[config.mk]
export PLATFORM = sky130hd
export DESIGN_NAME = mod_n_counter
export DESIGN_NICKNAME = d
export VERILOG_FILES = /design/src/rtl/mod_cnt_pkg.sv /design/src/rtl/mod_n_next_val.sv /design/src/rtl/mod_n_counter.sv
export SDC_FILE = /design/constraint.sdc
export NUM_CORES = 1
export LEC_CHECK = 0
export ABC_AREA = 1
export BUFFER_PORTS_ARGS = -buffer_cell sky130_fd_sc_hd__clkbuf_2
export CORE_AREA = 5 5 42 44
export CTS_CLUSTER_DIAMETER = 50
export DETAILED_ROUTE_END_ITERATION = 16
export DIE_AREA = 0 0 47 49
export PLACE_DENSITY = 0.52
export SLEW_MARGIN = 0
export SYNTH_ARGS = -nofsm -noshare
export SYNTH_HDL_FRONTEND = slang
export SYNTH_HIERARCHICAL = 1
export SYNTH_SLANG_ARGS = --single-unit
[constraint.sdc]
create_clock -name clk -period 1.1 [get_ports clk]
set_input_delay 0.055 -clock clk [delete_from_list [all_inputs] [get_ports clk]]
set_output_delay 0.055 -clock clk [all_outputs]
set_load 0.02 [all_outputs]
[src/rtl/mod_cnt_pkg.sv]
// Shared types and arithmetic helpers for the modulo-N counter family.
// Also reused by the cascade chain block.
package mod_cnt_pkg;

   localparam logic DIR_UP = 1'b1;
   localparam logic DIR_DN = 1'b0;

   function automatic int unsigned clamp_load(input int unsigned val, input int unsigned modulus);
      return (val < modulus) ? val : modulus - 32'd1;
   endfunction

   // Arithmetic is 32 bits wide so the top count of a 2**WIDTH modulus never overflows.
   function automatic int unsigned next_count(input int unsigned q, input logic up_dn,
                                              input int unsigned modulus);
      if (up_dn == DIR_DN) begin
         return (q == 32'd0) ? modulus - 32'd1 : q - 32'd1;
      end
      return (q == modulus - 32'd1) ? 32'd0 : q + 32'd1;
   endfunction

endpackage

[src/rtl/mod_n_next_val.sv]
// Combinational next-count, terminal-count and wrap generation for mod_n_counter.
module mod_n_next_val
   import mod_cnt_pkg::*;
#(
   parameter int MODULUS = 10,
   parameter int WIDTH   = 4
) (
   input  logic [WIDTH-1:0] q,
   input  logic             up_dn,
   input  logic             en,
   output logic [WIDTH-1:0] next_q,
   output logic             tc,
   output logic             wrap
);

   localparam logic [WIDTH:0] MAX_V = (WIDTH+1)'(MODULUS - 1);

   logic [WIDTH:0] qExt;

   // One extra bit on the compare so MODULUS == 2**WIDTH still has a representable top value.
   always_comb begin
      qExt   = {1'b0, q};
      tc     = (up_dn == DIR_UP) ? (qExt == MAX_V) : (qExt == '0);
      wrap   = en & tc;
      next_q = q;
      if (en) begin
         next_q = WIDTH'(next_count(32'(qExt), up_dn, 32'(MODULUS)));
      end
   end

endmodule

[src/rtl/mod_n_counter.sv]
// Parametrised modulo-N up/down counter with clear, load and cascade carry.
// Optional sticky overflow flag: define MOD_N_COUNTER_OVF_STICKY_EN.
module mod_n_counter
   import mod_cnt_pkg::*;
#(
   parameter int MODULUS = 10,
   parameter int WIDTH   = 4
) (
   input  logic             clk,
   input  logic             rst,
   input  logic             en,
   input  logic             up_dn,
   input  logic             clr,
   input  logic             load,
   input  logic [WIDTH-1:0] load_val,
   output logic [WIDTH-1:0] q,
   output logic             tc,
   output logic             co
`ifdef MOD_N_COUNTER_OVF_STICKY_EN
   ,
   output logic             ovf
`endif
);

   if (MODULUS < 2 || MODULUS > 65536) begin : g_bad_modulus
      $error("mod_n_counter: MODULUS %0d outside 2..65536", MODULUS);
   end
   if ((64'd1 << WIDTH) < 64'(MODULUS)) begin : g_bad_width
      $error("mod_n_counter: WIDTH %0d too narrow for MODULUS %0d", WIDTH, MODULUS);
   end

   logic [WIDTH-1:0] count_q;
   logic [WIDTH-1:0] count_d;
   logic [WIDTH-1:0] nextVal;
   logic             tcInt;
   logic             wrap;

   mod_n_next_val #(
      .MODULUS (MODULUS),
      .WIDTH   (WIDTH)
   ) u_next_val (
      .q      (count_q),
      .up_dn  (up_dn),
      .en     (en),
      .next_q (nextVal),
      .tc     (tcInt),
      .wrap   (wrap)
   );

   assign q  = count_q;
   assign tc = tcInt;
   assign co = wrap;

   // Priority: clear, then load (clamped into range), then count/hold.
   always_comb begin
      count_d = nextVal;
      if (clr) begin
         count_d = '0;
      end else if (load) begin
         count_d = WIDTH'(clamp_load(32'(load_val), 32'(MODULUS)));
      end
   end

   always_ff @(posedge clk or negedge rst) begin
      if (!rst) begin
         count_q <= '0;
      end else begin
         count_q <= count_d;
      end
   end

`ifdef MOD_N_COUNTER_OVF_STICKY_EN
   logic ovf_q;
   logic ovf_d;

   // Sticky: only clear or reset drops it, and clear beats a simultaneous wrap.
   always_comb begin
      ovf_d = ovf_q;
      if (clr) begin
         ovf_d = 1'b0;
      end else if (!load && wrap) begin
         ovf_d = 1'b1;
      end
   end

   always_ff @(posedge clk or negedge rst) begin
      if (!rst) begin
         ovf_q <= 1'b0;
      end else begin
         ovf_q <= ovf_d;
      end
   end

   assign ovf = ovf_q;
`endif

endmodule

; Yosys cells after proc, flatten, opt, wreduce, memory -nomap -nowiden
; Cells that the tools add are included.
[totals]
reg_bits = 4
elab_cells = 19
[op_classes]
addsub = 2
n_lt_le_gt_ge = 1
eq_ne = 1
muxes = 11
bitwise = 1
n_reduce_logical = 2
[op_table]
columns = op, n
row1 = $mux W4, 8
row2 = $add A4 B1 Y4 const B, 1
row3 = $eq A4 B4 Y1 const B, 1
row4 = $logic_not A4 Y1, 1
row5 = $lt A4 B4 Y1 const B, 1
row6 = $sub A4 B1 Y4 const B, 1
row7 = $mux W1, 3
row8 = $reduce_bool A3 Y1, 1
row9 = $and A1 B1 Y1, 1

; Depth between registers and ports, before layout
; Gate-level depths: netlist of the first run.
[logic_depth]
word_depth = 7
ltp_mapped = 10
ltp_nobuf = 10

; Cells and area by module
; Netlist of the first run, hierarchy kept.
[by_module_without_submodules]
columns = mod, n_inst, cells_per_inst, area_each_um2, seq_area_each_um2
row1 = mod_n_next_val, 1, 46, 209.0, 0.0
row2 = mod_n_counter, 1, 23, 177.7, 100.1

; Least setup slack after synthesis of the first run
; Ideal clock, no wire load.
[synth_path]
path_type = flip-flop to output port
from = register count_q[2] (netlist: q[2])
to = output port co
arrival_ns = 1.264
setup_slack_ns = -0.219
stages_incl_launch_ff = 6
path_buffers = 0
path_cell_list = dfrtp_1 > inv_1 > nand2_1 > nor2_2 > nand2_1 > a21oi_1
[synth_between]
elab_chain_cells = 3
word_cells_on_any_way = 4
[synth_lines]
columns = element, line_no
row1 = from (decl), mod_n_counter.sv:32  ; logic [WIDTH-1:0] count_q;
row2 = from (signal assigned), mod_n_counter.sv:68  ; count_q <= count_d;
row3 = $eq A4 B4 Y1 or $logic_not A4 Y1 (tied branches), mod_n_next_val.sv:23  ; tc = (up_dn == DIR_UP) ? (qExt == MAX_V) : (qExt == '0);
row4 = $mux W1 (*), mod_n_next_val.sv:23
row5 = $and A1 B1 Y1 (*), mod_n_next_val.sv:24  ; wrap = en & tc;
row6 = to (decl), mod_n_counter.sv:18  ; output logic co
; Mark *: on every way between the ends. The rest lies on a longest branch, timed or not.

; Worst setup path in the final report of the first run
[layout_path]
from = register count_q[0] (netlist: q[0])
to = output port co
; The elaborated chain is that of the path after synthesis.

==> results of run 1 <==
==> cells in the final DEF, fill, tap and decap left out <==
master	synthesis	final
sky130_fd_sc_hd__nor2_4	1	2
sky130_fd_sc_hd__buf_6	0	8
sky130_fd_sc_hd__clkbuf_8	0	2
sky130_fd_sc_hd__o21ai_2	0	2
sky130_fd_sc_hd__buf_4	0	12
sky130_fd_sc_hd__nand4_1	3	3
sky130_fd_sc_hd__a21oi_1	4	2
sky130_fd_sc_hd__o21ai_1	1	2
sky130_fd_sc_hd__nand2_2	0	2
sky130_fd_sc_hd__inv_2	0	2
sky130_fd_sc_hd__nand3_1	5	4
sky130_fd_sc_hd__nand3_2	0	1
sky130_fd_sc_hd__inv_1	9	7
sky130_fd_sc_hd__dlygate4sd3_1	0	2
sky130_fd_sc_hd__o21ai_0	4	1
sky130_fd_sc_hd__clkbuf_4	0	3
sky130_fd_sc_hd__xor2_1	1	1
sky130_fd_sc_hd__nor2_2	2	1
sky130_fd_sc_hd__nor2_1	7	7
sky130_fd_sc_hd__nand2_1	28	26
sky130_fd_sc_hd__clkbuf_2	0	10
sky130_fd_sc_hd__a21oi_2	0	2
sky130_fd_sc_hd__dfrtp_2	0	4
==> what timing repair did <==
item / 4_1_cts / 5_1_grt
pin swaps: 4 / 7
gates resized for setup: 11 / 16
hold endpoints to repair: 5 / 0
endpoints found under the setup margin: 6 / 9
buffers inserted: 9 / 4
hold buffers: 2 / 0
==> report_power, final <==
part,internal [mW],switching [mW]
clock network,0.123,0.0690
registers,0.160,0.0159
logic,0.163,0.153
total,0.446,0.238
==> per-stage QoR <==
step                worst slack (ns)  hold WS [ns]  setup TNS, ns  instance area, um2
detailed placement            -0.124        -0.132         -0.399                 520
finish                        -0.317        0.0745          -1.64                 742
global placement              -0.132        -0.138         -0.461                 520
global route                  -0.376        0.0976          -2.22                 742
CTS                           -0.239        0.0734          -1.31                 671
floorplan                    -0.0710        -0.241         -0.247                 395
==> kinds of logic (layout without fill, tap and decap cells) <==
logic type,Yosys count,after routing,synth area share
AND/OR/NAND/NOR,46,46,0.515
AO/OA/AOI/OAI,9,9,0.116
flip-flops,4,4,0.259
buffers and inverters,9,46,0.0874
XOR/XNOR,1,1,0.0227
==> layer usage <==
| metal | vias up | wire length, um | GRT usage |
|---|---|---|---|
| met4 | 0 | 17 | 0.0645 |
| li1 | 292 | - | - |
| met3 | 3 | 111 | 0.0258 |
| met2 | 29 | 687 | 0.204 |
| met1 | 265 | 521 | 0.149 |
| met5 | - | 0 | 0 |
==> final timing paths <==
kind | endpoint | cells after the start | from
worst max-delay path | co | 5 | q[0]
worst min-delay path | q[3] | 3 | load_val[3]
worst max register to register | q[0] | 8 | q[0]
worst min register to register | q[3] | 5 | q[3]
max in group asynchronous | q[2] | 2 | rst
min in group asynchronous | q[3] | 2 | rst
==> layout make-up <==
| type | instances | area, um2 |
|---|---|---|
| Clock buffer | 3 | 22.5 |
| Fill cell | 157 | 659 |
| Inverter | 9 | 33.8 |
| Multi-Input combinational cell | 56 | 283 |
| Sequential cell | 4 | 105 |
| Tap cell | 16 | 20.0 |
| Timing Repair Buffer | 34 | 278 |
==> worst min-delay path: cells and delay by family <==
kind | cells | cell delay [ns]
compound gates | 1 | 0.06
simple gates | 1 | 0.09
buf+inv | 1 | 0.09
==> cells in the mapped netlist (all sizes together) <==
cell type   n
nand2      28
nor2       10
inv         9
nand3       5
o21ai       5
a21oi       4
dfrtp       4
nand4       3
xor2        1
==> PnR_summary.wiki, run 1 <==
{| class="wikitable"
! Metric !! Value
|-
| Run status || complete, but fails checks
|-
| Failing checks || setup timing
|-
| Total half-perimeter wirelength after legalization and detailed placement || 897 um
|-
| Crit Path Class || reg2out
|-
| Total wire length after detailed routing || 1.34 mm
|-
| Final Hold Viols || 0
|-
| MaxCap Viol Count || 0
|-
| I/O Pins || 16
|-
| Critical Path AT || 1.36 ns
|-
| Number of standard cells in the final layout excluding fillers || 122
|-
| Average footprint of a synthesized cell || 5.60 um2
|-
| Height of the die || 49 um
|-
| First DRT Iteration DRCs || 7
|-
| Pin count of the biggest net entering global routing || 8
|-
| Global-route wire length before repair || 2.16 mm
|-
| Areal power density over the cells || 921 nW/um2
|-
| Synth unique cells || 12
|-
| Worst-case vdd ir drop || 0.554 mV
|-
| Clock buffer count from CTS || 3
|-
| Cell row count || 14
|-
| Clk_lat worst skew || 0.24 ns
|-
| Total instance count after detailed placement || 104
|-
| Post-DR wirelength/cell || 11.0 um
|-
| Number of DRC violations after detailed routing || 0
|-
| Clock transition at path regs || 0.04 ns
|-
| Register bit count reported by yosys || 4
|-
| Category of cells accounting for the largest share of critical-path delay || flip-flops
|-
| Static leakage || 0.407 nW
|-
| Sort of element at the start of the critical path || flop
|-
| Req. time, crit path || 1.04 ns
|-
| IO Port Bufs || 15
|-
| Type of the worst min-delay path || in2reg
|-
| Slack of the worst reg-to-reg path || -0.21 ns
|-
| Post-Synthesis Net Count || 79
|-
| Netlist area before placement || 387 um2
|-
| Critical-path cell with the highest stage delay || sky130_fd_sc_hd__dfrtp_2
|-
| Global placement routability congestion || 0.842
|-
| Via count || 589
|-
| Library cell used as clock root buffer || sky130_fd_sc_hd__clkbuf_4
|-
| Per-cell via count in the routed design || 4.83
|-
| Die extent in x || 47 um
|-
| Cell types with the largest area share after synthesis || sky130_fd_sc_hd__nand2_1 27%, sky130_fd_sc_hd__dfrtp_1 26%, sky130_fd_sc_hd__inv_1 8.7%
|-
| Slew at the pin closest to its max-slew limit || 0.166 ns
|-
| Final-report max-slew violation count || 0
|-
| Number of flip-flops in the largest register || 4
|-
| Total global routing track utilization || 0.126
|-
| List of cells traversed by the critical path || nor2_4 > buf_6 > nand4_1 > a21oi_2 > clkbuf_8
|-
| Peak clock frequency supported by timing || 0.706 GHz
|-
| Worst-case setup margin in the final layout || -0.317 ns
|-
| Routed Antenna Nets || 0
|-
| Initial Utilization || 0.276
|-
| Portion of the clock cycle consumed by the worst path in the final layout || 1.29
|-
| Maximum single-stage delay on the critical path || 0.43 ns
|-
| DR pass1 iterations || 4
|-
| CTS tree || done
|-
| Clock sink total || 4
|-
| Die ar. || 2300 um2
|-
| RSZ-0062 raised after global routing || yes
|-
| Buf+Inv Stages, Crit Path || 2
|-
| CTS HTree Levels || 1
|-
| Number of antenna violations at the first check in global routing || 0
|-
| Count of endpoints failing setup in the final report || 9
|-
| Count of inserted antenna diode cells || 0
|-
| Critical path capture point type || primary output
|-
| Cell count after synthesis || 69
|-
| Total power draw || 0.684 mW
|-
| Area Growth Syn to Fin || 91.9%
|-
| Worst clock skew || 0.00809 ns
|-
| Largest fanout of any net on the critical path || 3
|-
| Buffer depth of the longest clock path || 2
|-
| Worst max-slew margin expressed relative to the limit || 0.888
|-
| Share of the synthesized area in the top cell type || 0.272
|-
| Core Box Area || 1400 um2
|-
| Global route total overflow || 0
|-
| Minimum clock period || 1.42 ns
|-
| Layout cells sized above 1 || 0.481
|-
| Final Util || 0.529
|-
| Largest area contributor in the netlist || sky130_fd_sc_hd__nand2_1
|-
| Vias in the first global route || 551
|-
| Share of synthesized area occupied by flip-flops and latches || 0.259
|-
| Number of nets at the end of the flow || 118
|-
| Yosys synthesis warning count || 6
|}
Power figures use the tool's default switching activity.
==> run 2, diff against run 1 <==
--- a/config.mk
+++ b/config.mk
@@ -11,6 +11,7 @@
 export CTS_CLUSTER_DIAMETER = 50
 export DETAILED_ROUTE_END_ITERATION = 16
 export DIE_AREA = 0 0 47 49
+export HOLD_SLACK_MARGIN = 0.08
 export PLACE_DENSITY = 0.52
 export SLEW_MARGIN = 0
 export SYNTH_ARGS = -nofsm -noshare
==> PnR_summary.wiki, run 2 (same netlist as run 1, synthesis figures left out) <==
{| class="wikitable"
! Metric !! Value
|-
| Via count || 583 (-1.0%)
|-
| Req. time, crit path || 1.04 ns (about the same)
|-
| CTS HTree Levels || 1 (unchanged)
|-
| Type of the worst min-delay path || in2reg
|-
| Buf+Inv Stages, Crit Path || 2 (unchanged)
|-
| Total instance count after detailed placement || 104 (unchanged)
|-
| Count of inserted antenna diode cells || 0 (unchanged)
|-
| Final-report max-slew violation count || 0 (unchanged)
|-
| Post-DR wirelength/cell || 10.9 um (-0.52%)
|-
| Final setup TNS || -1.63 ns (+0.00284 ns)
|-
| Number of DRC violations after detailed routing || 0 (unchanged)
|-
| CTS tree || done
|-
| Area Growth Syn to Fin || 94.5%
|-
| Worst-case setup slack after placement || -0.124 ns (unchanged)
|-
| Sort of element at the start of the critical path || flop
|-
| I/O Pins || 16 (unchanged)
|-
| Count of endpoints failing setup in the final report || 9 (unchanged)
|-
| Clock transition at path regs || 0.04 ns (about the same)
|-
| Slack of the worst reg-to-reg path || -0.21 ns (about the same)
|-
| Total half-perimeter wirelength after legalization and detailed placement || 897 um (unchanged)
|-
| Final Util || 0.537 (+0.00714)
|-
| List of cells traversed by the critical path || nor2_4 > buf_6 > nand4_1 > a21oi_2 > clkbuf_8
|-
| Die extent in x || 47 um (unchanged)
|-
| Number of standard cells in the final layout excluding fillers || 123 (+0.82%)
|-
| Category of cells accounting for the largest share of critical-path delay || flip-flops
|-
| Vias in the first global route || 554 (+0.54%)
|-
| DR pass1 iterations || 4 (unchanged)
|-
| First DRT Iteration DRCs || 7 (unchanged)
|-
| Portion of the clock cycle consumed by the worst path in the final layout || 1.29 (about the same)
|-
| Per-cell via count in the routed design || 4.74 (-1.8%)
|-
| Global-route wire length before repair || 2.17 mm (+0.65%)
|-
| Static leakage || 0.412 nW (+1.0%)
|-
| Routed Antenna Nets || 0 (unchanged)
|-
| Critical path capture point type || primary output
|-
| Height of the die || 49 um (unchanged)
|-
| Critical-path cell with the highest stage delay || sky130_fd_sc_hd__dfrtp_2
|-
| Cell row count || 14 (unchanged)
|-
| Pin count of the biggest net entering global routing || 8 (unchanged)
|-
| Fill cell total of the finished layout || 156 (-0.64%)
|-
| Maximum single-stage delay on the critical path || 0.43 ns (about the same)
|-
| Clock buffer count from CTS || 3 (unchanged)
|-
| Library cell used as clock root buffer || sky130_fd_sc_hd__clkbuf_4
|-
| Largest fanout of any net on the critical path || 3 (unchanged)
|-
| Global route total overflow || 0 (unchanged)
|-
| Worst-case vdd ir drop || 0.567 mV (+2.3%)
|-
| Worst max-slew margin expressed relative to the limit || 0.889 (about the same)
|-
| Peak clock frequency supported by timing || 0.706 GHz (about the same)
|-
| Run status || complete, but fails checks
|-
| Crit Path Class || reg2out
|-
| Slew at the pin closest to its max-slew limit || 0.165 ns (-0.00127 ns)
|-
| Die ar. || 2300 um2 (unchanged)
|-
| Most frequent cells in the layout || 26 x sky130_fd_sc_hd__nand2_1, 12 x sky130_fd_sc_hd__buf_4, 10 x sky130_fd_sc_hd__clkbuf_2
|-
| Total power draw || 0.687 mW (+0.47%)
|-
| Minimum clock period || 1.42 ns (-0.000417 ns)
|-
| Layout cells sized above 1 || 0.477 (-0.00450)
|-
| Clock sink total || 4 (unchanged)
|-
| Number of antenna violations at the first check in global routing || 0 (unchanged)
|-
| IO Port Bufs || 15 (unchanged)
|-
| Number of flip-flops in the largest register || 4 (unchanged)
|-
| Worst clock skew || 0.00875 ns (+0.000663 ns)
|-
| Failing checks || setup timing
|-
| RSZ-0062 raised after global routing || yes
|-
| MaxCap Viol Count || 0 (unchanged)
|-
| Initial Utilization || 0.276 (unchanged)
|-
| Buffer depth of the longest clock path || 2 (unchanged)
|-
| Areal power density over the cells || 913 nW/um2 (-0.87%)
|-
| Worst-case setup margin in the final layout || -0.316 ns (+0.000417 ns)
|-
| Number of nets at the end of the flow || 119 (+0.85%)
|-
| Core Box Area || 1400 um2 (unchanged)
|-
| Global placement routability congestion || 0.842 (unchanged)
|-
| Total global routing track utilization || 0.127 (+0.000707)
|-
| Clk_lat worst skew || 0.24 ns (about the same)
|-
| Final Hold Viols || 0 (unchanged)
|-
| Total wire length after detailed routing || 1.34 mm (+0.30%)
|-
| Most common library cell in the layout ignoring fill and taps || sky130_fd_sc_hd__nand2_1
|-
| Critical Path AT || 1.36 ns (about the same)
|}
==> run 2: worst min-delay path, stage by stage <==
cell,delay [ns]
sky130_fd_sc_hd__clkbuf_2,0.09
sky130_fd_sc_hd__a21oi_1,0.06
sky130_fd_sc_hd__nor2_1,0.07
==> run 2: path summary, 6_finish.rpt <==
check / from / end / cells past startpoint
setup / recovery: q[0] / co / 5
hold / removal: load_val[2] / q[2] / 3
setup reg to reg: q[1] / q[1] / 10
hold reg to reg: q[3] / q[3] / 5
max in group asynchronous: rst / q[2] / 2
min in group asynchronous: rst / q[3] / 2
==> run 2: layer usage <==
metal,vias up,global-route usage,share of wire
met5,-,0,0
met4,0,0.0645,0.013
met3,3,0.0258,0.073
met2,27,0.204,0.51
met1,259,0.151,0.40
li1,294,-,-
==> run 2: cell type report <==
cell class / count / area, um2 / share of cell area
clock buffers: 3 / 22.5 / 0.0300
inverters: 9 / 33.8 / 0.0449
multi-input cells: 56 / 283 / 0.376
flip-flops and latches: 4 / 105 / 0.140
well taps: 16 / 20.0 / 0.0266
repair buffers: 35 / 288 / 0.383
==> run 2: repair_timing <==
| action | 4_1_cts | 5_1_grt |
|---|---|---|
| resized for setup | 11 | 16 |
| setup endpoints to repair | 6 | 9 |
| hold endpoints to repair | 6 | 0 |
| buffers inserted | 9 | 4 |
| hold buffers | 3 | 0 |
| pin swaps | 4 | 7 |
==> run 2: through the flow <==
step	hold slack, ns	area [um2]
global route	0.0976	752
floorplan	-0.241	395
CTS	0.0819	681
detailed placement	-0.132	520
global placement	-0.138	520
finish	0.0794	752
==> run 2: where the power goes <==
part,switching [mW],internal [mW],total (mW)
Combinational,0.153,0.165,0.318
Clock,0.0696,0.123,0.192
Sequential,0.0159,0.160,0.176
==> run 3, diff against run 2 <==
--- a/config.mk
+++ b/config.mk
@@ -5,14 +5,13 @@
 export SDC_FILE = /design/constraint.sdc
 export NUM_CORES = 1
 export LEC_CHECK = 0
-export ABC_AREA = 1
 export BUFFER_PORTS_ARGS = -buffer_cell sky130_fd_sc_hd__clkbuf_2
 export CORE_AREA = 5 5 42 44
 export CTS_CLUSTER_DIAMETER = 50
 export DETAILED_ROUTE_END_ITERATION = 16
 export DIE_AREA = 0 0 47 49
 export HOLD_SLACK_MARGIN = 0.08
-export PLACE_DENSITY = 0.52
+export PLACE_DENSITY = 0.56
 export SLEW_MARGIN = 0
 export SYNTH_ARGS = -nofsm -noshare
 export SYNTH_HDL_FRONTEND = slang
==> PnR_summary.wiki, run 3 <==
{| class="wikitable"
! Metric !! Value
|-
| Type of the worst min-delay path || in2reg
|-
| Most frequent cells in the layout || 11 x sky130_fd_sc_hd__clkbuf_2, 11 x sky130_fd_sc_hd__buf_4, 6 x sky130_fd_sc_hd__buf_6
|-
| Height of the die || 49 um (unchanged)
|-
| Clock transition at path regs || 0.04 ns (about the same)
|-
| Crit Path Class || reg2out
|-
| I/O Pins || 16 (unchanged)
|-
| Number of synthesized flops with an enable pin || 0 (unchanged)
|-
| Worst max-slew margin expressed relative to the limit || 0.831 (-0.0580)
|-
| Worst-case setup margin in the final layout || -0.213 ns (+0.103 ns)
|-
| Share of the synthesized area in the top cell type || 0.230 (-0.0420)
|-
| Vias in the first global route || 532 (-4.0%)
|-
| Post-Synthesis Net Count || 63 (-20%)
|-
| MaxCap Viol Count || 0 (unchanged)
|-
| Worst clock skew || 0.00783 ns (-0.000920 ns)
|-
| Peak clock frequency supported by timing || 0.761 GHz (+7.8%)
|-
| Share of synthesized flip-flops with an asynchronous set or reset || 1.00 (unchanged)
|-
| Number of flip-flops in the largest register || 4 (unchanged)
|-
| Yosys synthesis warning count || 6 (unchanged)
|-
| Slew at the pin closest to its max-slew limit || 0.252 ns (+0.0871 ns)
|-
| Pin count of the biggest net entering global routing || 8 (unchanged)
|-
| Clock network fraction of total power || 0.275 (-0.005)
|-
| Top flip-flop cell by instance count after synthesis || sky130_fd_sc_hd__dfrtp_1
|-
| Most numerous cell types in the synthesized netlist || 5 x sky130_fd_sc_hd__nor2_1, 4 x sky130_fd_sc_hd__dfrtp_1
|-
| Portion of the clock cycle consumed by the worst path in the final layout || 1.19 (-0.0934)
|-
| First DRT Iteration DRCs || 16 (+9)
|-
| Initial Utilization || 0.311 (+0.0348)
|-
| Static leakage || 0.372 nW (-9.6%)
|-
| Per-cell via count in the routed design || 5.08 (+7.1%)
|-
| Buffer depth of the longest clock path || 2 (unchanged)
|-
| IO Port Bufs || 15 (unchanged)
|-
| Sort of element at the start of the critical path || flop
|-
| Fill cell total of the finished layout || 139 (-11%)
|-
| Proportion of power drawn by flip-flops and latches || 0.280 (+0.023)
|-
| Cell row count || 14 (unchanged)
|-
| Global placement routability congestion || 0.738 (-12%)
|-
| Total global routing track utilization || 0.131 (+0.00485)
|-
| Cell count after synthesis || 53 (-23%)
|-
| Critical Path AT || 1.26 ns (-0.10 ns)
|-
| Synth unique cells || 31 (+19)
|-
| Clock sink total || 4 (unchanged)
|-
| Final Util || 0.551 (+0.0143)
|-
| Sequential standard cell area || 105 um2 (unchanged)
|-
| Total power draw || 0.651 mW (-5.3%)
|-
| Area of all placed cells without fillers || 772 um2 (+2.7%)
|-
| Final-report max-slew violation count || 0 (unchanged)
|-
| Area Growth Syn to Fin || 77.3%
|-
| CTS tree || done
|-
| Die ar. || 2300 um2 (unchanged)
|-
| RSZ-0062 raised after global routing || yes
|-
| Slack of the worst reg-to-reg path || -0.21 ns (about the same)
|-
| Critical path capture point type || primary output
|-
| Die extent in x || 47 um (unchanged)
|-
| Minimum clock period || 1.31 ns (-0.103 ns)
|-
| Routed Antenna Nets || 0 (unchanged)
|-
| Worst-case vdd ir drop || 0.740 mV (+31%)
|-
| Global route total overflow || 0 (unchanged)
|-
| Total half-perimeter wirelength after legalization and detailed placement || 852 um (-4.9%)
|-
| Netlist area before placement || 435 um2 (+13%)
|-
| DR pass1 iterations || 4 (unchanged)
|-
| Number of DRC violations after detailed routing || 0 (unchanged)
|-
| Post-place instance area || 602 um2 (+16%)
|-
| Library cell used as clock root buffer || sky130_fd_sc_hd__clkbuf_4
|-
| Switching Share || 0.319 (-0.0284)
|-
| Count of inserted antenna diode cells || 0 (unchanged)
|-
| Req. time, crit path || 1.04 ns (about the same)
|-
| Library cell with the highest instance count after synthesis || sky130_fd_sc_hd__nor2_1
|-
| Combined area of the multi-input logic cells || 328 um2 (+16%)
|-
| Largest fanout of any net on the critical path || 6 (+3)
|-
| Global-route wire length before repair || 2.22 mm (+2.2%)
|-
| Comb power frac || 0.446 (-0.017)
|-
| Largest area contributor in the netlist || sky130_fd_sc_hd__dfrtp_1
|-
| Total wire length after detailed routing || 1.29 mm (-4.1%)
|-
| Layout cells sized above 1 || 0.575 (+0.0981)
|-
| Switch Pwr || 0.208 mW (-13%)
|-
| Via count || 523 (-10%)
|-
| Failing checks || setup timing
|-
| Average footprint of a synthesized cell || 8.22 um2 (+47%)
|-
| CTS HTree Levels || 1 (unchanged)
|-
| Number of nets at the end of the flow || 99 (-17%)
|-
| Run status || complete, but fails checks
|-
| Cell types with the largest area share after synthesis || sky130_fd_sc_hd__dfrtp_1 23%, sky130_fd_sc_hd__buf_6 7.8%, sky130_fd_sc_hd__nand3b_1 5.2%
|-
| Number of antenna violations at the first check in global routing || 0 (unchanged)
|-
| Areal power density over the cells || 843 nW/um2 (-7.7%)
|-
| Final Hold Viols || 0 (unchanged)
|-
| Post-DR wirelength/cell || 12.5 um (+15%)
|-
| Int Pwr || 0.443 mW (-1.1%)
|-
| Register bit count reported by yosys || 4 (unchanged)
|-
| Clock buffer count from CTS || 3 (unchanged)
|-
| Clk_lat worst skew || 0.24 ns (about the same)
|-
| Count of endpoints failing setup in the final report || 7 (-2)
|-
| Share of synthesized area occupied by flip-flops and latches || 0.230 (-0.0290)
|-
| Core Box Area || 1400 um2 (unchanged)
|-
| Final setup TNS || -1.23 ns (+0.407 ns)
|}
## run 3: cell types whose count changed after synthesis, moves of 3 or more
cell,change
sky130_fd_sc_hd__nand3_1,-4
sky130_fd_sc_hd__nand3b_1,+3
sky130_fd_sc_hd__nand2_1,-27
sky130_fd_sc_hd__nand4_1,-3
sky130_fd_sc_hd__nor2b_1,+3
sky130_fd_sc_hd__buf_6,+3
sky130_fd_sc_hd__inv_1,-6
## run 3: layer usage
| metal | share of wire | global-route usage | wire [um] |
|---|---|---|---|
| met1 | 0.40 | 0.144 | 517 |
| met2 | 0.53 | 0.238 | 688 |
| met3 | 0.050 | 0.0148 | 64 |
| met4 | 0.012 | 0.0553 | 16 |
| met5 | 0 | 0 | 0 |
## run 3: kinds of logic (layout without fill, tap and decap cells)
kind of cell | after synthesis | in the layout | share of synthesized area
multiplexers | 1 | 1 | 0.0230
AND/OR/NAND/NOR | 25 | 25 | 0.374
flip-flops | 4 | 4 | 0.230
buffers and inverters | 7 | 41 | 0.115
AO/OA/AOI/OAI | 14 | 14 | 0.218
XOR/XNOR | 2 | 2 | 0.0402
## run 3: repair_timing
item                                    in CTS  in global routing
cloned                                       0                  0
endpoints found under the setup margin       6                  8
pin swaps                                    5                  4
buffers inserted                             5                  0
hold buffers                                 4                  0
endpoints found under the hold margin        8                  0
gates resized for setup                     18                 12
## run 3: cell type report
| type | count | area share |
|---|---|---|
| well taps | 16 | 0.0259 |
| inverters | 3 | 0.0146 |
| clock buffers | 3 | 0.0292 |
| flip-flops and latches | 4 | 0.136 |
| multi-input cells | 42 | 0.425 |
| repair buffers | 35 | 0.370 |
## run 3: worst paths after layout
kind	start	endpoint	cells past startpoint
worst min-delay path	load_val[2]	q[2]	3
worst min register to register	q[1]	q[1]	5
min in group asynchronous	rst	q[3]	2
worst max register to register	q[1]	q[2]	6
max in group asynchronous	rst	q[0]	2
worst max-delay path	q[1]	co	4
## run 3: worst max-delay path, cell delays in order (launching register included)
cell                      delay [ns]
sky130_fd_sc_hd__dfrtp_2        0.44
sky130_fd_sc_hd__nor3b_2        0.21
sky130_fd_sc_hd__buf_4          0.13
sky130_fd_sc_hd__nor2b_4        0.13
sky130_fd_sc_hd__buf_8          0.11
## run 3: stage by stage
stage,std cells,hold WS (ns),worst slack (ns)
after global routing,103,0.133,-0.299
after floorplan,53,-0.241,-0.186
after CTS,103,0.109,-0.223
after global placement,91,-0.135,-0.222
final,103,0.113,-0.213
after detailed placement,91,-0.134,-0.202
## run 3: power groups by stage
stage	clock [mW]	combinational (mW)	sequential (mW)
finish	0.179	0.290	0.182
global route	0.192	0.314	0.184
CTS	0.187	0.274	0.182
detailed placement	0	0.206	0.191
global placement	0	0.205	0.191
floorplan	0	0.125	0.187
